<file path="src/rtl/rst_seq.sv">
`default_nettype none
// ============================================================================
// Module   : rst_seq
// Purpose  : PLL-lock qualified reset sequencer releasing STAGES active-low
//            resets in order, with soft-reset re-sequencing.
//            Optional lock watchdog enabled by defining RST_SEQ_WDOG_EN.
// Revision : 1.0
// ============================================================================
module rst_seq #(
    parameter int STAGES       = 3,
    parameter int LOCK_STABLE  = 1024,
    parameter int STAGE_GAP    = 16,
    parameter int SOFT_HOLD    = 64,
    parameter int LOCK_TIMEOUT = 2**20,
    parameter int CNT_W        = 21
) (
    input  logic              clk,
    input  logic              rst_n,
    input  logic              locked,
    input  logic              soft_rst_req,
    output logic [STAGES-1:0] rst_n_out,
    output logic              ready,
    output logic [1:0]        state,
    output logic              lock_timeout
);

    localparam int IDX_W = (STAGES > 1) ? $clog2(STAGES) : 1;

    // RUN and SOFT are distinct internally and fold onto code 3 at the port
    localparam logic [2:0] S_WAIT_LOCK = 3'd0;
    localparam logic [2:0] S_STABLE    = 3'd1;
    localparam logic [2:0] S_RELEASE   = 3'd2;
    localparam logic [2:0] S_RUN       = 3'd3;
    localparam logic [2:0] S_SOFT      = 3'd4;

    localparam logic [CNT_W-1:0] c_cnt_one   = CNT_W'(1);
    localparam logic [CNT_W-1:0] c_stab_last = CNT_W'(LOCK_STABLE - 1);
    localparam logic [CNT_W-1:0] c_gap_last  = CNT_W'(STAGE_GAP - 1);
    localparam logic [CNT_W-1:0] c_hold_last = CNT_W'(SOFT_HOLD - 1);
    localparam logic [IDX_W-1:0] c_idx_last  = IDX_W'(STAGES - 1);
    localparam logic [IDX_W-1:0] c_idx_one   = IDX_W'(1);

    logic [1:0]        r_sync;
    logic [2:0]        r_state;
    logic [CNT_W-1:0]  r_cnt;
    logic [IDX_W-1:0]  r_idx;
    logic [STAGES-1:0] r_rst_n_out;
    logic              r_ready;
    logic [1:0]        r_state_dbg;

    logic              w_lock_s;
    logic [2:0]        w_state_nxt;
    logic [CNT_W-1:0]  w_cnt_nxt;
    logic [IDX_W-1:0]  w_idx_nxt;
    logic [STAGES-1:0] w_rst_nxt;

    assign w_lock_s = r_sync[1];

    always_ff @(posedge clk or negedge rst_n) begin
        if (!rst_n) begin
            r_sync <= 2'b00;
        end else begin
            r_sync <= {r_sync[0], locked};
        end
    end

    always_comb begin
        w_state_nxt = r_state;
        w_cnt_nxt   = r_cnt;
        w_idx_nxt   = r_idx;
        w_rst_nxt   = r_rst_n_out;
        // Lock loss outranks everything, including a pending soft request
        if (r_state != S_WAIT_LOCK && !w_lock_s) begin
            w_state_nxt = S_WAIT_LOCK;
            w_cnt_nxt   = '0;
            w_rst_nxt   = '0;
        end else begin
            case (r_state)
                S_WAIT_LOCK: begin
                    w_cnt_nxt = '0;
                    w_rst_nxt = '0;
                    if (w_lock_s) begin
                        w_state_nxt = S_STABLE;
                    end
                end
                S_STABLE: begin
                    if (r_cnt == c_stab_last) begin
                        w_state_nxt = S_RELEASE;
                        w_cnt_nxt   = '0;
                        w_idx_nxt   = '0;
                    end else begin
                        w_cnt_nxt = r_cnt + c_cnt_one;
                    end
                end
                S_RELEASE: begin
                    if (r_cnt == c_gap_last) begin
                        w_cnt_nxt = '0;
                        w_rst_nxt = r_rst_n_out | (STAGES'(1) << r_idx);
                        if (r_idx == c_idx_last) begin
                            w_state_nxt = S_RUN;
                        end else begin
                            w_idx_nxt = r_idx + c_idx_one;
                        end
                    end else begin
                        w_cnt_nxt = r_cnt + c_cnt_one;
                    end
                end
                S_RUN: begin
                    if (soft_rst_req) begin
                        w_state_nxt = S_SOFT;
                        w_cnt_nxt   = '0;
                        w_rst_nxt   = '0;
                    end
                end
                S_SOFT: begin
                    if (r_cnt == c_hold_last) begin
                        if (!soft_rst_req) begin
                            w_state_nxt = S_RELEASE;
                            w_cnt_nxt   = '0;
                            w_idx_nxt   = '0;
                        end
                    end else begin
                        w_cnt_nxt = r_cnt + c_cnt_one;
                    end
                end
                default: begin
                    w_state_nxt = S_WAIT_LOCK;
                    w_cnt_nxt   = '0;
                    w_rst_nxt   = '0;
                end
            endcase
        end
    end

    always_ff @(posedge clk or negedge rst_n) begin
        if (!rst_n) begin
            r_state     <= S_WAIT_LOCK;
            r_cnt       <= '0;
            r_idx       <= '0;
            r_rst_n_out <= '0;
            r_ready     <= 1'b0;
            r_state_dbg <= 2'd0;
        end else begin
            r_state     <= w_state_nxt;
            r_cnt       <= w_cnt_nxt;
            r_idx       <= w_idx_nxt;
            r_rst_n_out <= w_rst_nxt;
            r_ready     <= (w_state_nxt == S_RUN);
            r_state_dbg <= (w_state_nxt == S_SOFT) ? 2'd3 : w_state_nxt[1:0];
        end
    end

    assign rst_n_out = r_rst_n_out;
    assign ready     = r_ready;
    assign state     = r_state_dbg;

`ifdef RST_SEQ_WDOG_EN
    localparam logic [CNT_W-1:0] c_to_last = CNT_W'(LOCK_TIMEOUT - 1);

    logic [CNT_W-1:0] r_wd;
    logic             r_lock_timeout;
    logic             w_in_qual;

    assign w_in_qual = (r_state == S_WAIT_LOCK) || (r_state == S_STABLE);

    // Count only while still qualifying lock; any later state zeroes it
    always_ff @(posedge clk or negedge rst_n) begin
        if (!rst_n) begin
            r_wd           <= '0;
            r_lock_timeout <= 1'b0;
        end else begin
            if (w_in_qual) begin
                if (r_wd != c_to_last) begin
                    r_wd <= r_wd + c_cnt_one;
                end
                if (r_wd == c_to_last) begin
                    r_lock_timeout <= 1'b1;
                end
            end else begin
                r_wd <= '0;
            end
            if (w_state_nxt == S_RUN && r_state != S_RUN) begin
                r_lock_timeout <= 1'b0;
            end
        end
    end

    assign lock_timeout = r_lock_timeout;
`else
    // Constant-false for every legal LOCK_TIMEOUT
    assign lock_timeout = (LOCK_TIMEOUT < 1);
`endif

endmodule
`default_nettype wire

</file>
<file path="config.mk">
export PLATFORM = sky130hd
export DESIGN_NAME = rst_seq
export DESIGN_NICKNAME = d
export VERILOG_FILES = /design/src/rtl/rst_seq.sv
export SDC_FILE = /design/constraint.sdc
export NUM_CORES = 1
export LEC_CHECK = 0
export ABC_CLOCK_PERIOD_IN_PS = 2060
export CORE_UTILIZATION = 45
export DETAILED_ROUTE_END_ITERATION = 8
export DONT_BUFFER_PORTS = 1
export GPL_ROUTABILITY_DRIVEN = 0
export SETUP_SLACK_MARGIN = 0.3
export SYNTH_ARGS = -nofsm -noshare
export SYNTH_HDL_FRONTEND = slang
export SYNTH_SLANG_ARGS = --single-unit
</file>
<file path="constraint.sdc">
create_clock -name clk -period 2.06 [get_ports clk]
set_input_delay 0.412 -clock clk [delete_from_list [all_inputs] [get_ports clk]]
set_output_delay 0.412 -clock clk [all_outputs]
set_load 0.01 [all_outputs]
</file>
==> results of run 1 <==
## per-stage QoR
step | hold WS (ns) | utilization (%) | cells | power [mW] | instance area, um^2
detailed placement | 0.1171 | 53.10 | 281 | 0.9828 | 2155
floorplan | 0.1164 | - | 217 | 0.9175 | 1973
global route | 0.1396 | 58.43 | 296 | 1.602 | 2371
finish | 0.1552 | 58.43 | 296 | 1.513 | 2371
global placement | 0.1171 | 53.10 | 281 | 0.9747 | 2155
CTS | 0.1466 | 57.66 | 294 | 1.527 | 2340
## registers in the layout, indices dropped and copies added (netlist names)
| name | cells |
|---|---|
| r_sync | 2 |
| r_state | 3 |
| r_cnt | 21 |
| ready | 1 |
| state | 2 |
| rst_n_out | 3 |
| r_idx | 2 |
## layout make-up
type / count / area, um^2
Multi-Input combinational cell: 165 / 1076
Sequential cell: 34 / 850.8
Clock buffer: 7 / 86.33
Inverter: 8 / 30.03
Clock inverter: 1 / 5.005
Fill cell: 351 / 1687
Tap cell: 50 / 62.56
Timing Repair Buffer: 31 / 260.3
## metal layers
metal	global-route usage, %	vias up
li1	-	814
met1	29.26	818
met2	34.75	39
met3	4.561	7
met4	8.511	0
met5	0	-
## layout by cell type, fill, tap and decap left out, drive strengths merged, types with 2 or more instances in the layout
cell / n
a21o: 3
a21oi: 12
and2: 3
and3: 4
buf: 30
clkbuf: 7
dfrtp: 34
ha: 4
inv: 8
nand2: 30
nand2b: 3
nand3: 12
nand4: 6
nor2: 16
nor3: 7
nor4: 2
o211ai: 2
o21ai: 22
o31ai: 5
or2: 3
or3: 2
xnor2: 8
xor2: 5
## worst reg2reg max path, stage by stage (launching register included)
cell and delay, ns:
sky130_fd_sc_hd__dfrtp_1 0.37, sky130_fd_sc_hd__ha_2 0.19, sky130_fd_sc_hd__nand3_2 0.09, sky130_fd_sc_hd__or3_4 0.39, sky130_fd_sc_hd__or4_4 0.44, sky130_fd_sc_hd__or3b_1 0.37, sky130_fd_sc_hd__a21o_1 0.21, sky130_fd_sc_hd__a21oi_2 0.11
## power by group
part	switching, mW	internal, mW
Combinational	0.161	0.115
Sequential	0.0389	0.696
Clock	0.232	0.269
## path summary, 6_finish.rpt
kind / from / endpoint / slack, ns
max in group asynchronous: rst_n / r_cnt[16]$_DFFE_PN0P_ / 1.31
max reg2reg: r_cnt[1]$_DFFE_PN0P_ / ready$_DFF_PN0_ / -0.17
min in group asynchronous: rst_n / rst_n_out[1]$_DFFE_PN0P_ / 0.57
min reg2reg: r_sync[0]$_DFF_PN0_ / r_sync[1]$_DFF_PN0_ / 0.36
min: locked / r_sync[0]$_DFF_PN0_ / 0.16
max: r_cnt[1]$_DFFE_PN0P_ / ready$_DFF_PN0_ / -0.17
## repair_timing
item	4_1_cts	5_1_grt
buffers inserted	3	2
endpoints found under the hold margin	34	0
endpoints found under the setup margin	32	32
pin swaps	1	2
hold buffers	2	0
gates resized for setup	11	4
## cells by family (layout without fill, tap and decap cells)
logic type      after synthesis  count (layout)  synth area share, %
simple gates                 94              94                25.23
compound gates               51              51                16.04
flops                        34              34                44.33
buf+inv                      18              47                4.563
xor+xnor                     13              13                5.932
fa+ha+maj                     4               4                2.608
mux                           2               2                1.108
other cells                   1               1               0.1954
==> flow_metrics.tcl, run 1 <==
set metrics [dict create \
    outcome "finished with violations" \
    failed_checks "negative setup slack" \
    ys_top_cells_by_area "sky130_fd_sc_hd__dfrtp_1 (44%), sky130_fd_sc_hd__nand2_1 (5.7%), sky130_fd_sc_hd__o21ai_0 (5.5%), sky130_fd_sc_hd__xnor2_1 (3.7%), sky130_fd_sc_hd__nand3_1 (3.1%)" \
    critPathCaptureType "register" \
    clock_latency_ns 0.28 \
    number_of_enable_type_register_cells_in_the_synthesized_netlist 0 \
    critical_path_stages 7 \
    critical_path.top_delay_family "simple AND/OR/NAND/NOR gates" \
    timing.critical_path.fanout_max 3 \
    synth.yosys.warnings 0 \
    route.layer.met1.wl_um 2028 \
    io_buffers 0 \
    synth_cells 217 \
    finalNetCount 253 \
    std_cell_rows 23 \
    met2_length_um 2010 \
    post_synthesis_register_bit_count 34 \
    maxSlewViolCount 0 \
    synth_top_area_share_pct 44.33 \
    grt_antenna_before_repair 0 \
    diode_insertion_count_for_antenna_repair 0 \
    hold_class "in -> reg" \
    hpwl_um 2957 \
    cts_max_path_buffers 2 \
    die_x_um 67.31 \
    worst_ir_drop_vdd_v 0.0004539 \
    grt_pass1_vias 1612 \
    finalClockSkew_ns 0.004708 \
    critPathSlowestCell "sky130_fd_sc_hd__or4_4" \
    grt_setup_unrepaired "yes" \
    synth_area_um2 1919 \
    netlist-cell-type-count 49 \
    hold-path-cell-count 0 \
    clock_root_buffer_master "sky130_fd_sc_hd__clkbuf_8" \
    final-setup-viol-count 26 \
    required_ns 2.27 \
    cts.sinks 34 \
    largest_net_degree_at_the_start_of_global_routing 35 \
    synth_seq_area_share_pct 44.33 \
    power-per-cell-area_nw_per_um2 638.0 \
    drt_wl_total_um 4266 \
    synthesis.area_per_instance_um2 8.845 \
    crit_arrival_ns 2.45 \
    power.static_leakage_nw 1.019 \
    most_frequent_cell_after_synthesis "sky130_fd_sc_hd__dfrtp_1" \
    crit_type "reg -> reg" \
    drc 0 \
    grt.total_usage_pct 21.93 \
    critical_path_cell_list "ha_2, nand3_2, or3_4, or4_4, or3b_1, a21o_1, a21oi_2" \
    dominantRegCellSynth "sky130_fd_sc_hd__dfrtp_1" \
    grt_overflow_total 0 \
    firstDrtPassIters 4 \
    final_min_period_over_clock_period_pct 108.4 \
    report.final.hold_viol_count 0 \
    htreeDepth 2 \
    routed-wl-met3_um 171 \
    post-place-ws_ns -0.2307 \
    clock_tree_from_tritoncts "built" \
    yosysTopAreaCell "sky130_fd_sc_hd__dfrtp_1" \
    drive_gt1_share_pct 26.02 \
    first_pass_grt_wire_length_um 7245 \
    worst_reg2reg_path_depth 7 \
    avgRoutedWirePerCell_um 14.41 \
    initial_core_util_pct 47.30 \
    cts_inserted_buffers 5 \
    core_area_um2 4058 \
    syn_to_final_growth_pct 23.53 \
    topRoutingLayerUsed "met4" \
    cts.reportedPaths.clkPinSlew_ns 0.07 \
    design.portCount 11 \
    setup.worst_path.start_class "register" \
    sum_of_buffers_and_inverters_on_the_critical_path 0 \
    cap_viol_max_count 0 \
    fin_setup_tns_ns -2.831 \
    die_area_um2 4531 \
    dieHeight_um 67.31 \
    synth.net_count 225 \
    dr.first_iter.drc_count 125 \
    period_minus_slack_ns 2.233 \
    detail_route.vias_per_cell 5.669 \
    synth_top_cells_by_count "sky130_fd_sc_hd__dfrtp_1 (34), sky130_fd_sc_hd__nand2_1 (29), sky130_fd_sc_hd__o21ai_0 (21)" \
    cpPeakStageDelay_ns 0.44 \
    worst_slack_ns -0.1729 \
    synth_async_sr_flop_share_pct 100.0 \
    num_vias 1678 \
    drtAntennaViolNets 0 \
    max_freq_ghz 0.4478 \
]
(Power assumes the default switching activity.)
==> run 2, diff against run 1 <==
--- a/config.mk
+++ b/config.mk
@@ -6,10 +6,13 @@
 export NUM_CORES = 1
 export LEC_CHECK = 0
 export ABC_CLOCK_PERIOD_IN_PS = 2060
+export CORE_MARGIN = 5
 export CORE_UTILIZATION = 45
 export DETAILED_ROUTE_END_ITERATION = 8
 export DONT_BUFFER_PORTS = 1
 export GPL_ROUTABILITY_DRIVEN = 0
+export GPL_TIMING_DRIVEN = 0
+export PLACE_DENSITY = 0.62
 export SETUP_SLACK_MARGIN = 0.3
 export SYNTH_ARGS = -nofsm -noshare
 export SYNTH_HDL_FRONTEND = slang
==> run 2 against run 1 <==
The flow still finishes with violations (negative setup slack). Via count increased by 0.54%. Power increased by 14%. Maximum frequency shrank 0.47%. Worst hold slack lost 0.0029 ns. Die area grew 25%. Sequential cell count stayed put. Setup slack got worse by 0.010 ns. Clock power increased by 21%. Final cell count up 1.4%. Sequential power fell by 3%. Routed wire length increased by 11%. Critical path type unchanged. Highest routed layer unchanged.
==> flow_metrics.tcl, run 2 (synthesis gave the netlist of run 1 again) <==
set metrics [dict create \
    grt_pass1_vias 1600 \
    failed_checks "negative setup slack" \
    worst_r2r_startpoint "r_cnt[0]$_DFFE_PN0P_" \
    cts.reportedPaths.clkPinSlew_ns 0.06 \
    crit_arrival_ns 2.46 \
    worst_reg2reg_path_depth 7 \
    htreeDepth 2 \
    post-route-cell-area_um2 2609 \
    required_ns 2.28 \
    report.final.hold_viol_count 0 \
    outcome "finished with violations" \
    grt_overflow_total 0 \
    drive_gt1_share_pct 38.00 \
    detail_route.vias_per_cell 5.623 \
    core_area_um2 4058 \
    placement.cell_area_um2 2036 \
    cts_inserted_buffers 5 \
    firstDrtPassIters 4 \
    setup.worst_path.start_class "register" \
    cap_viol_max_count 0 \
    drc 0 \
    final-setup-viol-count 23 \
    final_min_period_over_clock_period_pct 108.9 \
    first_pass_grt_wire_length_um 7507 \
    clock_root_buffer_master "sky130_fd_sc_hd__clkbuf_8" \
    die_area_um2 5672 \
    period_minus_slack_ns 2.243 \
    worstSetupStartpoint "r_cnt[0]$_DFFE_PN0P_" \
    power.static_leakage_nw 1.092 \
    syn_to_final_growth_pct 35.92 \
    crit_type "reg -> reg" \
    layout.cells.most_common "sky130_fd_sc_hd__dfrtp_1" \
    hpwl_um 2974 \
    die_x_um 75.31 \
    hold-path-cell-count 0 \
    dr.first_iter.drc_count 124 \
    largest_net_degree_at_the_start_of_global_routing 35 \
    max_ffs_per_register 21 \
    post-place-ws_ns -0.5066 \
    max-slew-margin-rel_pct 64.72 \
    avgRoutedWirePerCell_um 15.74 \
    design.portCount 11 \
    worst_slack_ns -0.1834 \
    finalNetCount 257 \
    worst_hold_slack_ns 0.1523 \
    cts_max_path_buffers 2 \
    finalClockSkew_ns 0.008911 \
    timing.critical_path.fanout_max 3 \
    grt_setup_unrepaired "yes" \
    grt_antenna_before_repair 0 \
    clock_tree_from_tritoncts "built" \
    num_vias 1687 \
    most_used_cells_in_the_layout_excluding_fill_and_tap_cells "sky130_fd_sc_hd__dfrtp_1 (31), sky130_fd_sc_hd__nand2_1 (26), sky130_fd_sc_hd__o21ai_2 (16), sky130_fd_sc_hd__buf_4 (15), sky130_fd_sc_hd__nor2_1 (15)" \
    clock_latency_ns 0.29 \
    diode_insertion_count_for_antenna_repair 0 \
    max_freq_ghz 0.4458 \
    critPathCaptureType "register" \
    initial_core_util_pct 47.30 \
    drt_wl_total_um 4721 \
    std_cell_rows 23 \
    finalCoreUtilization_pct 64.29 \
    worst_ir_drop_vdd_v 0.0003950 \
    grt.total_usage_pct 17.19 \
    maxSlewViolCount 0 \
    drtAntennaViolNets 0 \
    largest_register "r_cnt" \
    io_buffers 0 \
    worstHoldStart "locked" \
    cts.sinks 34 \
    power_mw 1.723 \
    dieHeight_um 75.31 \
    tightestPinTransition_ns 0.5237 \
    hold_class "in -> reg" \
    power-per-cell-area_nw_per_um2 660.3 \
]
[run 2: changes by cell type in the layout (fill, tap and decap cells not counted), sizes merged]
cell and delta:
buf +1, bufinv +1, clkbuf +3, clkinv -1
[run 2: final timing paths]
kind                                        end  slack (ns)
setup / recovery                ready$_DFF_PN0_       -0.18
min in group asynchronous  r_idx[0]$_DFFE_PN0P_        0.58
hold / removal              r_sync[0]$_DFF_PN0_        0.15
setup reg to reg                ready$_DFF_PN0_       -0.18
max in group asynchronous  r_state[1]$_DFF_PN0_        1.30
hold reg to reg             r_sync[1]$_DFF_PN0_        0.35
[run 2: metal layers]
metal	up-vias	global-route usage (%)	wire length (um)
li1	824	-	-
met1	830	23.33	2214
met2	29	26.94	2310
met3	4	5.145	181
met4	0	4.466	15
met5	-	0	0
[run 2: power breakdown]
group          total (mW)  internal [mW]  switching, mW
combinational       0.399          0.173          0.225
sequential          0.716          0.696         0.0198
clock               0.608          0.362          0.246
total                1.72           1.23          0.491
[run 2: area by class of cell]
type / count / area, um^2
timing repair buffer: 25 / 237.7
multi-input combinational: 165 / 1225
clock buffer: 7 / 76.32
clock inverter: 1 / 30.03
sequential: 34 / 854.6
inverter: 8 / 30.03
fill: 325 / 1449
buffer: 10 / 92.59
tap: 50 / 62.56
[run 2: per-stage QoR]
stage	setup TNS, ns	std cells
floorplan	-0.9095	217
global placement	-7.575	267
detailed placement	-9.320	267
CTS	-1.854	292
global route	-3.397	300
finish	-2.216	300
[run 2: critical path, cell delays in order, from the launching register on]
cell	delay, ns
sky130_fd_sc_hd__dfrtp_1	0.39
sky130_fd_sc_hd__ha_4	0.15
sky130_fd_sc_hd__nand3_2	0.08
sky130_fd_sc_hd__or3_4	0.35
sky130_fd_sc_hd__or4_4	0.53
sky130_fd_sc_hd__or3b_1	0.36
sky130_fd_sc_hd__a21o_1	0.22
sky130_fd_sc_hd__a21oi_2	0.10
[run 2: repair_timing]
action / CTS / global route
buffers inserted: 13 / 7
hold buffers: 2 / 0
setup endpoints to repair: 32 / 32
gates cloned: 2 / 1
resized for setup: 52 / 34
pin swaps: 20 / 11
hold endpoints to repair: 34 / 0
==> run 3, diff against run 2 <==
--- a/config.mk
+++ b/config.mk
@@ -5,8 +5,8 @@
 export SDC_FILE = /design/constraint.sdc
 export NUM_CORES = 1
 export LEC_CHECK = 0
-export ABC_CLOCK_PERIOD_IN_PS = 2060
-export CORE_MARGIN = 5
+export ABC_CLOCK_PERIOD_IN_PS = 1800
+export CORE_MARGIN = 1.5
 export CORE_UTILIZATION = 45
 export DETAILED_ROUTE_END_ITERATION = 8
 export DONT_BUFFER_PORTS = 1
==> constraint.sdc (replaced) <==
create_clock -name clk -period 1.8 [get_ports clk]
set_input_delay 0.36 -clock clk [delete_from_list [all_inputs] [get_ports clk]]
set_output_delay 0.36 -clock clk [all_outputs]
set_load 0.01 [all_outputs]
==> run 3 against run 2 <==
The flow still finishes with violations (negative setup slack). Maximum frequency grew 0.81%. Design area shrank 1.6%. Count of clock-buffer cells in the layout shrank 2. Sequential share of layout area grew 0.49 points. Non-clock buffer count shrank 4. Critical endpoint unchanged. Die area shrank 18%. Largest power group is now clock. Final cell count shrank 1.3%.
==> flow_metrics.tcl, run 3 (synthesis gave the netlist of run 1 again) <==
set metrics [dict create \
    fin_setup_tns_ns -10.53 \
    cts.reportedPaths.clkPinSlew_ns 0.07 \
    hold_class "in -> reg" \
    avgRoutedWirePerCell_um 15.51 \
    critical_path_cell_list "ha_4, nand3_2, or3_4, or4_4, or3b_1, a21o_1, a21oi_2" \
    largest_net_degree_at_the_start_of_global_routing 35 \
    drc 0 \
    hpwl_um 2844 \
    timing.critical_path.fanout_max 3 \
    drive_gt1_share_pct 35.77 \
    report.final.hold_viol_count 0 \
    grt.total_usage_pct 22.17 \
    outcome "finished with violations" \
    worst_ir_drop_vdd_v 0.0006385 \
    io_buffers 0 \
    setup.worst_path.start_class "register" \
    tightestPinTransition_ns 0.5355 \
    syn_to_final_growth_pct 33.70 \
    maxSlewViolCount 0 \
    first_pass_grt_wire_length_um 7534 \
    power.static_leakage_nw 1.078 \
    max-slew-margin-rel_pct 63.92 \
    cts_max_path_buffers 2 \
    dr.first_iter.drc_count 73 \
    die_x_um 68.31 \
    final_min_period_over_clock_period_pct 123.6 \
    placement.cell_area_um2 2036 \
    largest_register "r_cnt" \
    grt_overflow_total 0 \
    failed_checks "negative setup slack" \
    grt_antenna_before_repair 0 \
    layout.cells.most_common "sky130_fd_sc_hd__dfrtp_1" \
    max_freq_ghz 0.4494 \
    clock_tree_from_tritoncts "built" \
    die_area_um2 4666 \
    core_area_um2 4058 \
    power-per-cell-area_nw_per_um2 830.2 \
    drtAntennaViolNets 0 \
    final-setup-viol-count 32 \
    dieHeight_um 68.31 \
    grt_pass1_vias 1557 \
    diode_insertion_count_for_antenna_repair 0 \
    worst_slack_ns -0.4254 \
    finalClockSkew_ns 0.005802 \
    grt_setup_unrepaired "yes" \
    period_minus_slack_ns 2.225 \
    cts.sinks 34 \
    htreeDepth 2 \
    crit_arrival_ns 2.45 \
    post-route-cell-area_um2 2566 \
    max_ffs_per_register 21 \
    r2r_setup_slack_ns -0.43 \
    num_vias 1676 \
    design.portCount 11 \
    cap_viol_max_count 0 \
    clock_latency_ns 0.29 \
    crit_type "reg -> reg" \
    critPathCaptureType "register" \
    std_cell_rows 23 \
    post-place-ws_ns -0.6936 \
    drt_wl_total_um 4590 \
    detail_route.vias_per_cell 5.662 \
    finalNetCount 253 \
    cpPeakStageDelay_ns 0.46 \
    initial_core_util_pct 47.30 \
    required_ns 2.02 \
    cts_inserted_buffers 5 \
    most_used_cells_in_the_layout_excluding_fill_and_tap_cells "sky130_fd_sc_hd__dfrtp_1 (32), sky130_fd_sc_hd__nand2_1 (28), sky130_fd_sc_hd__buf_4 (15), sky130_fd_sc_hd__nor2_1 (15), sky130_fd_sc_hd__o21ai_2 (13)" \
    critPathSlowestCell "sky130_fd_sc_hd__or4_4" \
    clock_root_buffer_master "sky130_fd_sc_hd__clkbuf_8" \
    firstDrtPassIters 4 \
]
run 3: cell count changes in the layout (fill, tap and decap cells not counted), sizes merged:
| cell | change |
|---|---|
| clkbuf | -2 |
| clkinv | +1 |
| bufinv | +1 |
| buf | -4 |
run 3: cell type report:
type / count / area [um^2]
Buffer: 10 / 81.33
Clock buffer: 5 / 68.82
Clock inverter: 3 / 68.82
Fill cell: 330 / 1491
Inverter: 8 / 30.03
Multi-Input combinational cell: 165 / 1199
Sequential cell: 34 / 853.3
Tap cell: 50 / 62.56
Timing Repair Buffer: 21 / 202.7
run 3: path summary, 6_finish.rpt:
kind	startpoint	end	cells after the start
setup / recovery	r_cnt[0]$_DFFE_PN0P_	ready$_DFF_PN0_	7
hold / removal	locked	r_sync[0]$_DFF_PN0_	0
setup reg to reg	r_cnt[0]$_DFFE_PN0P_	ready$_DFF_PN0_	7
hold reg to reg	r_sync[0]$_DFF_PN0_	r_sync[1]$_DFF_PN0_	0
max in group asynchronous	rst_n	r_cnt[11]$_DFFE_PN0P_	2
min in group asynchronous	rst_n	r_cnt[12]$_DFFE_PN0P_	2
run 3: per-layer routing:
layer  GRT usage [%]  vias up  wire length (um)
met1           30.39      831              2206
met4           6.750        0                55
met5               0        -                 0
met2           34.95       27              2202
met3           4.934        6               125
li1                -      812                 -
run 3: where the power goes:
| part | switching, mW | internal [mW] |
|---|---|---|
| registers | 0.0236 | 0.796 |
| clock network | 0.298 | 0.555 |
| logic | 0.258 | 0.200 |
| total | 0.579 | 1.55 |
run 3: critical path, delay by kind of cell, from the launching register on:
kind	cells	cell delay, ns
adder cells (fa/ha/maj)	1	0.16
AO/OA/AOI/OAI	2	0.30
flip-flops	1	0.40
AND/OR/NAND/NOR	4	1.30
run 3: timing repair:
item | in CTS | in global routing
hold buffers | 2 | 0
cloned | 2 | 0
hold endpoints to repair | 34 | 0
pin swaps | 21 | 14
gates resized for setup | 48 | 23
setup endpoints to repair | 32 | 32
setup buffers | 13 | 4
run 3: per-stage QoR:
step | utilization, % | std cells | total power [mW] | hold WS, ns
6_report | 63.24 | 296 | 2.130 | 0.09449
3_5_place_dp | 50.17 | 267 | 1.110 | 0.06542
3_3_place_gp | 50.17 | 267 | 1.100 | 0.06510
5_1_grt | 63.24 | 296 | 2.220 | 0.07926
2_1_floorplan | - | 217 | 1.050 | 0.06441
4_1_cts | 60.87 | 292 | 2.096 | 0.08678
